[src/rtl/rv32i_pkg.sv]
// Shared RV32I decode constants: base opcodes, ALU opcodes, funct3 codes,
// immediate-format selectors and small decode helpers.
package rv32i_pkg;

    localparam logic [6:0] OP     = 7'b0110011;
    localparam logic [6:0] OP_IMM = 7'b0010011;
    localparam logic [6:0] LUI    = 7'b0110111;
    localparam logic [6:0] AUIPC  = 7'b0010111;
    localparam logic [6:0] JAL    = 7'b1101111;
    localparam logic [6:0] JALR   = 7'b1100111;
    localparam logic [6:0] LOAD   = 7'b0000011;
    localparam logic [6:0] STORE  = 7'b0100011;
    localparam logic [6:0] BRANCH = 7'b1100011;

    localparam logic [3:0] ULA_ADD    = 4'd0;
    localparam logic [3:0] ULA_SUB    = 4'd1;
    localparam logic [3:0] ULA_XOR    = 4'd2;
    localparam logic [3:0] ULA_OR     = 4'd3;
    localparam logic [3:0] ULA_AND    = 4'd4;
    localparam logic [3:0] ULA_SLL    = 4'd5;
    localparam logic [3:0] ULA_SRL    = 4'd6;
    localparam logic [3:0] ULA_SRA    = 4'd7;
    localparam logic [3:0] ULA_SLT    = 4'd8;
    localparam logic [3:0] ULA_SLTU   = 4'd9;
    localparam logic [3:0] ULA_PASS_A = 4'd15;

    localparam logic [2:0] F3_ADD_SUB = 3'b000;
    localparam logic [2:0] F3_SLL     = 3'b001;
    localparam logic [2:0] F3_SLT     = 3'b010;
    localparam logic [2:0] F3_SLTU    = 3'b011;
    localparam logic [2:0] F3_XOR     = 3'b100;
    localparam logic [2:0] F3_SRL_SRA = 3'b101;
    localparam logic [2:0] F3_OR      = 3'b110;
    localparam logic [2:0] F3_AND     = 3'b111;

    localparam logic [2:0] F3_BEQ  = 3'b000;
    localparam logic [2:0] F3_BNE  = 3'b001;
    localparam logic [2:0] F3_BLT  = 3'b100;
    localparam logic [2:0] F3_BGE  = 3'b101;
    localparam logic [2:0] F3_BLTU = 3'b110;
    localparam logic [2:0] F3_BGEU = 3'b111;

    localparam logic [2:0] F3_LB  = 3'b000;
    localparam logic [2:0] F3_LH  = 3'b001;
    localparam logic [2:0] F3_LW  = 3'b010;
    localparam logic [2:0] F3_LBU = 3'b100;
    localparam logic [2:0] F3_LHU = 3'b101;
    localparam logic [2:0] F3_SB  = 3'b000;
    localparam logic [2:0] F3_SH  = 3'b001;
    localparam logic [2:0] F3_SW  = 3'b010;

    localparam logic [2:0] IMM_I = 3'd0;
    localparam logic [2:0] IMM_S = 3'd1;
    localparam logic [2:0] IMM_B = 3'd2;
    localparam logic [2:0] IMM_U = 3'd3;
    localparam logic [2:0] IMM_J = 3'd4;

    // alt selects SUB/SRA; callers must only raise it where the encoding allows.
    function automatic logic [3:0] alu_op(input logic [2:0] f3, input logic alt);
        logic [3:0] op;
        op = ULA_ADD;
        case (f3)
            F3_ADD_SUB: op = alt ? ULA_SUB : ULA_ADD;
            F3_SLL:     op = ULA_SLL;
            F3_SLT:     op = ULA_SLT;
            F3_SLTU:    op = ULA_SLTU;
            F3_XOR:     op = ULA_XOR;
            F3_SRL_SRA: op = alt ? ULA_SRA : ULA_SRL;
            F3_OR:      op = ULA_OR;
            F3_AND:     op = ULA_AND;
            default:    op = ULA_ADD;
        endcase
        return op;
    endfunction

    function automatic logic load_f3_ok(input logic [2:0] f3);
        return (f3 == F3_LB) || (f3 == F3_LH) || (f3 == F3_LW) ||
               (f3 == F3_LBU) || (f3 == F3_LHU);
    endfunction

    function automatic logic store_f3_ok(input logic [2:0] f3);
        return (f3 == F3_SB) || (f3 == F3_SH) || (f3 == F3_SW);
    endfunction

endpackage

[src/rtl/imm_gen.sv]
// Combinational RV32I immediate generator: builds the I/S/B/U/J immediates
// from the instruction word and returns the one chosen by fmt.
module imm_gen
    import rv32i_pkg::*;
(
    input  logic [31:7] instr,
    input  logic [2:0]  fmt,
    output logic [31:0] imm
);

    logic signed [31:0] imm_i;
    logic signed [31:0] imm_s;
    logic signed [31:0] imm_b;
    logic signed [31:0] imm_u;
    logic signed [31:0] imm_j;

    assign imm_i = {{20{instr[31]}}, instr[31:20]};
    assign imm_s = {{20{instr[31]}}, instr[31:25], instr[11:7]};
    assign imm_b = {{19{instr[31]}}, instr[31], instr[7], instr[30:25], instr[11:8], 1'b0};
    assign imm_u = {instr[31:12], 12'b0};
    assign imm_j = {{11{instr[31]}}, instr[31], instr[19:12], instr[20], instr[30:21], 1'b0};

    always_comb begin
        imm = imm_i;
        case (fmt)
            IMM_S:   imm = imm_s;
            IMM_B:   imm = imm_b;
            IMM_U:   imm = imm_u;
            IMM_J:   imm = imm_j;
            default: imm = imm_i;
        endcase
    end

endmodule

[src/rtl/id_ex_decoder.sv]
// RV32I decode/issue stage with load-use bubble insertion and the ID/EX register.
// Define ID_EX_ILLEGAL_CHECK_EN to flag undecodable instructions on ex_illegal.
module id_ex_decoder
    import rv32i_pkg::*;
#(
    parameter int XLEN = 32
) (
    input  logic            clk,
    input  logic            rst_n,
    input  logic            id_valid,
    output logic            id_ready,
    input  logic [31:0]     id_instr,
    input  logic [XLEN-1:0] id_pc,
    input  logic [XLEN-1:0] rs1_data,
    input  logic [XLEN-1:0] rs2_data,
    input  logic            ex_stall,
    input  logic            ex_flush,
    output logic            ex_valid,
    output logic [3:0]      ex_ula_op,
    output logic [XLEN-1:0] ex_op_a,
    output logic [XLEN-1:0] ex_op_b,
    output logic [XLEN-1:0] ex_store_data,
    output logic [4:0]      ex_rd,
    output logic            ex_reg_write,
    output logic            ex_mem_read,
    output logic            ex_mem_write,
    output logic            ex_branch,
    output logic            ex_jump,
    output logic [2:0]      ex_funct3,
    output logic            ex_illegal
);

    logic [6:0] opcode;
    logic [4:0] rd_idx, rs1_idx, rs2_idx;
    logic [2:0] funct3;
    logic [2:0] imm_fmt;
    logic [31:0] imm;

    assign opcode  = id_instr[6:0];
    assign rd_idx  = id_instr[11:7];
    assign funct3  = id_instr[14:12];
    assign rs1_idx = id_instr[19:15];
    assign rs2_idx = id_instr[24:20];

    always_comb begin
        imm_fmt = IMM_I;
        case (opcode)
            STORE:       imm_fmt = IMM_S;
            BRANCH:      imm_fmt = IMM_B;
            LUI, AUIPC:  imm_fmt = IMM_U;
            JAL:         imm_fmt = IMM_J;
            default:     imm_fmt = IMM_I;
        endcase
    end

    imm_gen u_imm_gen (
        .instr (id_instr[31:7]),
        .fmt   (imm_fmt),
        .imm   (imm)
    );

    // ---- p0: combinational decode of the instruction at the decode input ----
    logic [3:0]      ula_op_p0;
    logic [XLEN-1:0] op_a_p0, op_b_p0;
    logic            reg_write_p0, mem_read_p0, mem_write_p0;
    logic            branch_p0, jump_p0, illegal_p0;
    logic            use_rs1, use_rs2;

    always_comb begin
        ula_op_p0    = ULA_ADD;
        op_a_p0      = rs1_data;
        op_b_p0      = rs2_data;
        reg_write_p0 = 1'b0;
        mem_read_p0  = 1'b0;
        mem_write_p0 = 1'b0;
        branch_p0    = 1'b0;
        jump_p0      = 1'b0;
        illegal_p0   = 1'b0;
        use_rs1      = 1'b0;
        use_rs2      = 1'b0;
        case (opcode)
            OP: begin
                use_rs1      = 1'b1;
                use_rs2      = 1'b1;
                reg_write_p0 = 1'b1;
                ula_op_p0    = alu_op(funct3, id_instr[30]);
                // The ALU shifts by the whole B operand, so clip to 5 bits here.
                if (funct3 == F3_SLL || funct3 == F3_SRL_SRA)
                    op_b_p0 = {{(XLEN-5){1'b0}}, rs2_data[4:0]};
`ifdef ID_EX_ILLEGAL_CHECK_EN
                if (id_instr[31:25] != 7'b0000000 && id_instr[31:25] != 7'b0100000)
                    illegal_p0 = 1'b1;
`endif
            end
            OP_IMM: begin
                use_rs1      = 1'b1;
                reg_write_p0 = 1'b1;
                ula_op_p0    = alu_op(funct3, (funct3 == F3_SRL_SRA) && id_instr[30]);
                if (funct3 == F3_SLL || funct3 == F3_SRL_SRA)
                    op_b_p0 = {{(XLEN-5){1'b0}}, id_instr[24:20]};
                else
                    op_b_p0 = imm;
            end
            LUI: begin
                reg_write_p0 = 1'b1;
                op_a_p0      = '0;
                op_b_p0      = imm;
            end
            AUIPC: begin
                reg_write_p0 = 1'b1;
                op_a_p0      = id_pc;
                op_b_p0      = imm;
            end
            JAL, JALR: begin
                use_rs1      = (opcode == JALR);
                reg_write_p0 = 1'b1;
                jump_p0      = 1'b1;
                op_a_p0      = id_pc;
                op_b_p0      = XLEN'(4);
            end
            LOAD: begin
                use_rs1      = 1'b1;
                reg_write_p0 = 1'b1;
                mem_read_p0  = 1'b1;
                op_b_p0      = imm;
`ifdef ID_EX_ILLEGAL_CHECK_EN
                illegal_p0   = !load_f3_ok(funct3);
`endif
            end
            STORE: begin
                use_rs1      = 1'b1;
                use_rs2      = 1'b1;
                mem_write_p0 = 1'b1;
                op_b_p0      = imm;
`ifdef ID_EX_ILLEGAL_CHECK_EN
                illegal_p0   = !store_f3_ok(funct3);
`endif
            end
            BRANCH: begin
                use_rs1   = 1'b1;
                use_rs2   = 1'b1;
                branch_p0 = 1'b1;
                case (funct3)
                    F3_BEQ, F3_BNE:   ula_op_p0 = ULA_SUB;
                    F3_BLT, F3_BGE:   ula_op_p0 = ULA_SLT;
                    F3_BLTU, F3_BGEU: ula_op_p0 = ULA_SLTU;
                    default: begin
                        ula_op_p0 = ULA_SUB;
`ifdef ID_EX_ILLEGAL_CHECK_EN
                        illegal_p0 = 1'b1;
`endif
                    end
                endcase
            end
            default: begin
`ifdef ID_EX_ILLEGAL_CHECK_EN
                illegal_p0 = 1'b1;
`endif
            end
        endcase
        if (illegal_p0) begin
            ula_op_p0    = ULA_PASS_A;
            reg_write_p0 = 1'b0;
            mem_read_p0  = 1'b0;
            mem_write_p0 = 1'b0;
            branch_p0    = 1'b0;
            jump_p0      = 1'b0;
        end
        if (rd_idx == 5'd0)
            reg_write_p0 = 1'b0;
    end

    logic            vld_p1;
    logic [3:0]      ula_op_p1;
    logic [XLEN-1:0] op_a_p1, op_b_p1, store_data_p1;
    logic [4:0]      rd_p1;
    logic            reg_write_p1, mem_read_p1, mem_write_p1;
    logic            branch_p1, jump_p1, illegal_p1;
    logic [2:0]      funct3_p1;
    logic            hazard;

    assign hazard = id_valid && vld_p1 && mem_read_p1 && (rd_p1 != 5'd0) &&
                    ((use_rs1 && rs1_idx == rd_p1) || (use_rs2 && rs2_idx == rd_p1));

    assign id_ready = ex_flush || (!ex_stall && !hazard);

    // ---- p1: ID/EX pipeline register ----
    always_ff @(posedge clk or negedge rst_n) begin
        if (!rst_n) begin
            vld_p1        <= 1'b0;
            ula_op_p1     <= '0;
            op_a_p1       <= '0;
            op_b_p1       <= '0;
            store_data_p1 <= '0;
            rd_p1         <= '0;
            reg_write_p1  <= 1'b0;
            mem_read_p1   <= 1'b0;
            mem_write_p1  <= 1'b0;
            branch_p1     <= 1'b0;
            jump_p1       <= 1'b0;
            funct3_p1     <= '0;
            illegal_p1    <= 1'b0;
        end else if (ex_flush || (!ex_stall && (!id_valid || hazard))) begin
            vld_p1       <= 1'b0;
            reg_write_p1 <= 1'b0;
            mem_read_p1  <= 1'b0;
            mem_write_p1 <= 1'b0;
            branch_p1    <= 1'b0;
            jump_p1      <= 1'b0;
            illegal_p1   <= 1'b0;
        end else if (!ex_stall) begin
            vld_p1        <= 1'b1;
            ula_op_p1     <= ula_op_p0;
            op_a_p1       <= op_a_p0;
            op_b_p1       <= op_b_p0;
            store_data_p1 <= rs2_data;
            rd_p1         <= rd_idx;
            reg_write_p1  <= reg_write_p0;
            mem_read_p1   <= mem_read_p0;
            mem_write_p1  <= mem_write_p0;
            branch_p1     <= branch_p0;
            jump_p1       <= jump_p0;
            funct3_p1     <= funct3;
            illegal_p1    <= illegal_p0;
        end
    end

    assign ex_valid      = vld_p1;
    assign ex_ula_op     = ula_op_p1;
    assign ex_op_a       = op_a_p1;
    assign ex_op_b       = op_b_p1;
    assign ex_store_data = store_data_p1;
    assign ex_rd         = rd_p1;
    assign ex_reg_write  = reg_write_p1;
    assign ex_mem_read   = mem_read_p1;
    assign ex_mem_write  = mem_write_p1;
    assign ex_branch     = branch_p1;
    assign ex_jump       = jump_p1;
    assign ex_funct3     = funct3_p1;
    assign ex_illegal    = illegal_p1;

endmodule

[config.mk]
export PLATFORM = sky130hd
export DESIGN_NAME = id_ex_decoder
export DESIGN_NICKNAME = d
export VERILOG_FILES = /design/src/rtl/rv32i_pkg.sv /design/src/rtl/imm_gen.sv /design/src/rtl/id_ex_decoder.sv
export SDC_FILE = /design/constraint.sdc
export NUM_CORES = 1
export LEC_CHECK = 0
export BUFFER_PORTS_ARGS = -buffer_cell sky130_fd_sc_hd__buf_2
export CAP_MARGIN = 20
export CORE_ASPECT_RATIO = 0.5
export CORE_MARGIN = 4
export CORE_UTILIZATION = 52
export DETAILED_ROUTE_END_ITERATION = 16
export PLACE_DENSITY_LB_ADDON = 0.08
export SLEW_MARGIN = 25
export SYNTH_ARGS = -nofsm -noshare
export SYNTH_HDL_FRONTEND = slang
export SYNTH_HIERARCHICAL = 1
export SYNTH_SLANG_ARGS = --single-unit
export TNS_END_PERCENT = 30
[constraint.sdc]
create_clock -name clk -period 4.7 [get_ports clk]
set_input_delay 0.705 -clock clk [delete_from_list [all_inputs] [get_ports clk]]
set_output_delay 0.705 -clock clk [all_outputs]
set_load 0.05 [all_outputs]
==> metrics, run 1 <==
status=complete, no violations; Die W=160 um; worst slew pin tran=0.948 ns; post-synth top area share=47.8%; Most common cell on crit path=nand2_1; die footprint=0.0134 sq mm; Critical Path Start=id_instr[6]; Initial Util=53.7%; dominant synthesized flop cell=dfrtp_1; DRC=0; CP max stage cell=and3b_1; crit path max fanout=23; area leader, netlist=dfrtp_1; crit path kind=primary input to flip-flop; Syn Area/Cell=10.4 sq um; # diodes=0; first-pass GRT wire length=31.5 mm; Mapped Area=0.00597 sq mm; row cnt=27; Req. time, crit path=4.97 ns; H-tree depth=4; CP arrival=3.49 ns; post-route antenna net violation count=0; PortBufs=247; max-slew violations=0; hold buffers post-CTS=0; worst r2r src=ex_rd[4]$_DFFE_PN0P_; nets=928; commonest non-fill, non-tap cell in the layout=buf_2; final core occ=70.7%; vias per cell=6.19; critical path launch point type=primary input; worst path cell trace=buf_2 -> or2_1 -> nor2_1 -> nand2_1 -> nand2_1 -> and3b_1 -> nor2b_2 -> a21o_1 -> a22oi_1 -> a21oi_1; Max-cap violations=0; Place WS=1.19 ns; vias in the first global route=5781; Reg2Reg Capture Point=ex_store_data[30]$_DFFE_PN0P_; chip height=83.8 um; routed wire length=19.7 mm; most frequent cells in the layout=246 x buf_2, 114 x dfrtp_1, 71 x a21oi_1, 66 x a31oi_1, 59 x a22oi_1; Detail Placement HPWL=13.7 mm; core area=0.0111 sq mm; total grt overflow=0; routability cong.=0.954; Top Ports=249; Net Sw Power=1480 uW; register area share after synthesis=47.8%; R2R Setup Slk=1.76 ns; final setup fails=0; CTS tree=built; switching part of the total=39.0%; Seq cells post-synth=114; Setup crit end kind=flip-flop; clk_lat worst skew=0.41 ns; # resized after CTS=0; initial antenna violation count=1; Synth Instances=573; Hold Crit Class=primary input to asynchronous set/reset pin; power share of the clock group=35.7%; 1st-pass router iterations=5; P&R area growth vs syn=31.7%; clk sink count=114; post-synth cell types=56; Achievable Freq=0.310 GHz; share of layout cells above drive strength 1=43.1%; clk_skew=0.0111 ns; largest net degree at the start of global routing=65; vias=5896; syn nets=706; Power Density=482 mW/mm^2; CTS max path bufs=2; CTS root buf=clkbuf_16; Syn. warnings=6; crit path to=ex_op_b[25]$_DFFE_PN0P_; minimum clock period=3.22 ns; Pint=2310 uW; Reg power frac=32.9%; CP max stage delay=0.76 ns; post-CTS setup buffers=0; reg2reg path depth=7; Hold Violations, Final=0; CTS Buf Count=17; asr flop ratio synth=100%; DRT iter0 DRCs=461; number of synthesized flops with an enable pin=0; overall routing resource usage=29.4%; Slew HR=36.6%; setup_tns=0 ns; RSZ-0062 raised after global routing=false; part of the power in combinational logic=31.4%; wire length per cell=20.7 um; Tcrit/Tclk final=68.6%; final worst slack=1.48 ns; worst vdd ir=0.242 mV; Leakage=0.00368 uW; top cells by area, synth=dfrtp_1 48%, a22oi_1 7.4%, a31oi_1 6.9%, a21oi_1 6.0%, mux2_2 5.7%; Worst-path clk slew=0.06 ns
[cells by family after synthesis]
logic type,count (synthesis),synth area share [%]
AO/OA/AOI/OAI,257,28.1
XOR/XNOR,10,1.47
buffers and inverters,65,5.47
flip-flops,114,47.8
multiplexers,46,8.99
other,1,0.0628
AND/OR/NAND/NOR,80,8.11
[power groups by stage]
stage          registers [uW]  logic [uW]  clock network (uW)
2_1_floorplan            1830         269                   0
3_5_place_dp             1260        1190                   0
4_1_cts                  1240        1200                1360
6_report                 1240        1190                1350
5_1_grt                  1270        1250                1430
3_3_place_gp             1250        1180                   0
[synth_stat cells, types with 2 or more instances]
cell type  instances
mux2_2            30
dfrtp_1          114
clkbuf_1          27
a222oi_1           4
nand4_1            2
nor2_1            14
a21oi_1           71
nand2b_1           3
a22oi_1           59
nor4_1             2
buf_2             17
and2_1             2
a22o_1             3
nor3_1             4
or2_1              3
nand3_1            5
mux2_4             6
mux2_1             7
and3_1             2
nand2_1           15
mux2i_1            3
inv_1              6
and3b_1            4
xor2_1            10
buf_6              2
a211oi_1           8
buf_4             12
a21o_1            12
a31oi_1           66
nor2b_1           13
o22ai_1           10
and4bb_2           3
o21ai_0           11
[worst min path at each step]
stage,depth (start not counted),startpoint,to,slack [ns]
after floorplan,0,rst_n,ex_branch$_DFFE_PN0P_,0.41
after CTS,1,rst_n,ex_op_a[24]$_DFFE_PN0P_,0.22
after detailed placement,2,ex_branch$_DFFE_PN0P_,ex_branch$_DFFE_PN0P_,0.47
after global placement,1,ex_ula_op[3]$_DFFE_PN0P_,ex_ula_op[3]$_DFFE_PN0P_,0.47
final,1,rst_n,ex_op_a[24]$_DFFE_PN0P_,0.21
after global routing,1,rst_n,ex_op_a[24]$_DFFE_PN0P_,0.22
[through the flow]
step	instances	power, uW	area [sq um]	hold WS, ns
floorplan	573	2100	5970	0.409
global placement	921	2430	7240	0.466
detailed placement	921	2450	7240	0.474
CTS	953	3800	7860	0.217
global route	953	3950	7860	0.216
finish	953	3790	7860	0.207
[worst max-delay path, delay by kind of cell]
| kind | cells | cell delay, ns |
|---|---|---|
| buffers and inverters | 1 | 0.14 |
| AOI/OAI and AO/OA | 3 | 0.48 |
| and+or+nand+nor | 6 | 2.16 |
[per-layer routing]
metal  routed length (um)  GRT usage (%)  part of all wire (%)
met1                 8290           39.5                    42
met2                 9200           44.9                    47
met3                 1980           11.8                    10
met4                  202           6.85                   1.0
met5                   13              0                 0.066
[flip-flops by register name, indices dropped and copies added (netlist names), 3 cells and up]
register	cells
ex_op_b	32
ex_funct3	3
ex_store_data	32
ex_ula_op	4
ex_op_a	32
ex_rd	5
[layout make-up]
class	count	area (sq um)
Fill cell	890	3250
Tap cell	145	181
Sequential cell	114	2850
Clock inverter	14	179
Multi-Input combinational cell	394	2840
Clock buffer	18	439
Timing Repair Buffer	262	1350
Inverter	6	22.5
Power figures use the tool's default switching activity.
==> run 2: changes to the inputs <==
- CORE_UTILIZATION: 52 -> 44
- clock period: 4.7 -> 2.95 ns (I/O delays scaled with it)
==> metrics, run 2 (synthesis results as in run 1) <==
status=complete, no violations; clk_skew=0.00982 ns (-0.00128 ns); post-route antenna net violation count=0 (unchanged); row cnt=29 (+7.4%); worst vdd ir=0.409 mV (+69%); setup_tns=0 ns (unchanged); CTS Buf Count=17 (unchanged); DRT iter0 DRCs=504 (+9.3%); Post-DP Area=0.00737 sq mm (+1.7%); total grt overflow=0 (unchanged); routed wire length=20.0 mm (+1.7%); first-pass GRT wire length=31.7 mm (+0.70%); Initial Util=46.1% (-7.6 points); max-slew violations=0 (unchanged); Power Density=742 mW/mm^2 (+54%); critical path launch point type=flip-flop; Tcrit/Tclk final=91.1%; crit path kind=flip-flop to output port; DRC=0 (unchanged); CP arrival=2.25 ns (-1.24 ns); Slew HR=45.2% (+8.6 points); vias=5801 (-1.6%); Top Ports=249 (unchanged); Design Area, Final=0.00794 sq mm (+0.92%); Hold Violations, Final=0 (unchanged); clk_lat worst skew=0.41 ns (about the same); CP max stage delay=0.45 ns (-0.31 ns); vias in the first global route=5812 (+0.54%); PortBufs=247 (unchanged); commonest non-fill, non-tap cell in the layout=buf_2; vias per cell=5.89 (-4.8%); Leakage=0.00371 uW (+0.83%); Req. time, crit path=2.51 ns (-2.46 ns); 1st-pass router iterations=6 (+1); most frequent cells in the layout=246 x buf_2, 114 x dfrtp_1, 71 x a21oi_1, 66 x a31oi_1, 59 x a22oi_1; CTS tree=built; share of layout cells above drive strength 1=43.6% (+0.49 points); # resized after CTS=0 (unchanged); Fillers=1102 (+24%); RSZ-0062 raised after global routing=false; final setup fails=0 (unchanged); CP max stage cell=dfrtp_1; initial antenna violation count=0 (-1); worst slew pin tran=0.822 ns (-0.126 ns); crit-path leading delay family=buffers and inverters; post-CTS setup buffers=0 (unchanged); CTS max path bufs=2 (unchanged); core area=0.0130 sq mm (+17%); worst path cell trace=xor2_1 -> nor3_1 -> a41oi_4 -> buf_4 -> a21o_1 -> buf_2; chip height=90.4 um (+7.9%); Detail Placement HPWL=14.3 mm (+4.3%); wire length per cell=20.3 um (-1.6%); minimum clock period=2.69 ns; H-tree depth=4 (unchanged); clk sink count=114 (unchanged); # diodes=0 (unchanged); die footprint=0.0156 sq mm (+17%); routability cong.=0.879 (-7.9%); Max-cap violations=0 (unchanged); P&R area growth vs syn=32.9%; overall routing resource usage=25.1% (-4.3 points); CTS root buf=clkbuf_16; hold buffers post-CTS=0 (unchanged); Die W=173 um (+8.3%); crit path max fanout=18 (-22%); nets=935 (+0.75%); Hold Crit Class=primary input to asynchronous set/reset pin; Achievable Freq=0.372 GHz; Bufs and invs on worst path=2 (+1); Worst-path clk slew=0.06 ns (about the same); largest net degree at the start of global routing=50 (-23%); Setup crit end kind=output port
## run 2: changes by cell type in the layout (fill, tap and decap cells not counted)
| cell | previous run | this run |
|---|---|---|
| clkinv_2 | 1 | 3 |
| buf_12 | 0 | 3 |
| inv_8 | 0 | 1 |
| clkinvlp_4 | 3 | 4 |
| inv_6 | 2 | 4 |
| bufinv_16 | 3 | 1 |
| buf_4 | 16 | 20 |
| clkinv_4 | 5 | 1 |
## run 2: per-stage QoR
| step | utilization, % | cells | power, uW | hold WS [ns] | worst slack [ns] |
|---|---|---|---|---|---|
| CTS | 61.3 | 985 | 5930 | 0.0476 | 0.253 |
| global route | 61.3 | 985 | 6120 | 0.0743 | 0.162 |
| detailed placement | 56.9 | 953 | 3920 | 0.479 | 0.212 |
| global placement | 56.8 | 953 | 3900 | 0.467 | 0.328 |
| floorplan | - | 573 | 3340 | 0.147 | 0.470 |
| finish | 61.3 | 985 | 5890 | 0.0400 | 0.262 |
## run 2: layout make-up
cell class,count,area (sq um),share of cell area [%]
clock inverter,14,130,1.64
sequential,114,2850,36.0
tap,170,213,2.68
multi-input combinational,394,2840,35.7
inverter,6,22.5,0.284
clock buffer,18,439,5.53
timing repair buffer,269,1440,18.2
## run 2: worst paths after layout
path                                                from                            end  slack [ns]  cells past startpoint
worst max-delay path                ex_rd[1]$_DFFE_PN0P_                       id_ready        0.26                      6
min in group clk                            rs2_data[17]  ex_store_data[17]$_DFFE_PN0P_        0.27                      2
worst min register to register  ex_ula_op[3]$_DFFE_PN0P_       ex_ula_op[3]$_DFFE_PN0P_        0.49                      1
worst max register to register      ex_rd[1]$_DFFE_PN0P_  ex_store_data[13]$_DFFE_PN0P_        0.65                      7
worst min-delay path                               rst_n        ex_op_a[27]$_DFFE_PN0P_        0.04                      1
max in group asynchronous                          rst_n        ex_op_b[20]$_DFFE_PN0P_        2.06                      2
## run 2: layer usage
| metal | track usage (%) | vias to the layer above | wire length, um |
|---|---|---|---|
| li1 | - | 2673 | - |
| met1 | 34.4 | 2832 | 8910 |
| met2 | 37.9 | 267 | 9110 |
| met3 | 8.07 | 29 | 1740 |
| met4 | 7.83 | 0 | 269 |
| met5 | 0 | - | 0 |
## run 2: where the power goes
part / leakage (uW) / internal (uW) / total, uW / switching (uW)
clock network: 0.000271 / 1190 / 2000 / 806
registers: 0.00132 / 1820 / 1980 / 156
logic: 0.00212 / 503 / 1910 / 1410
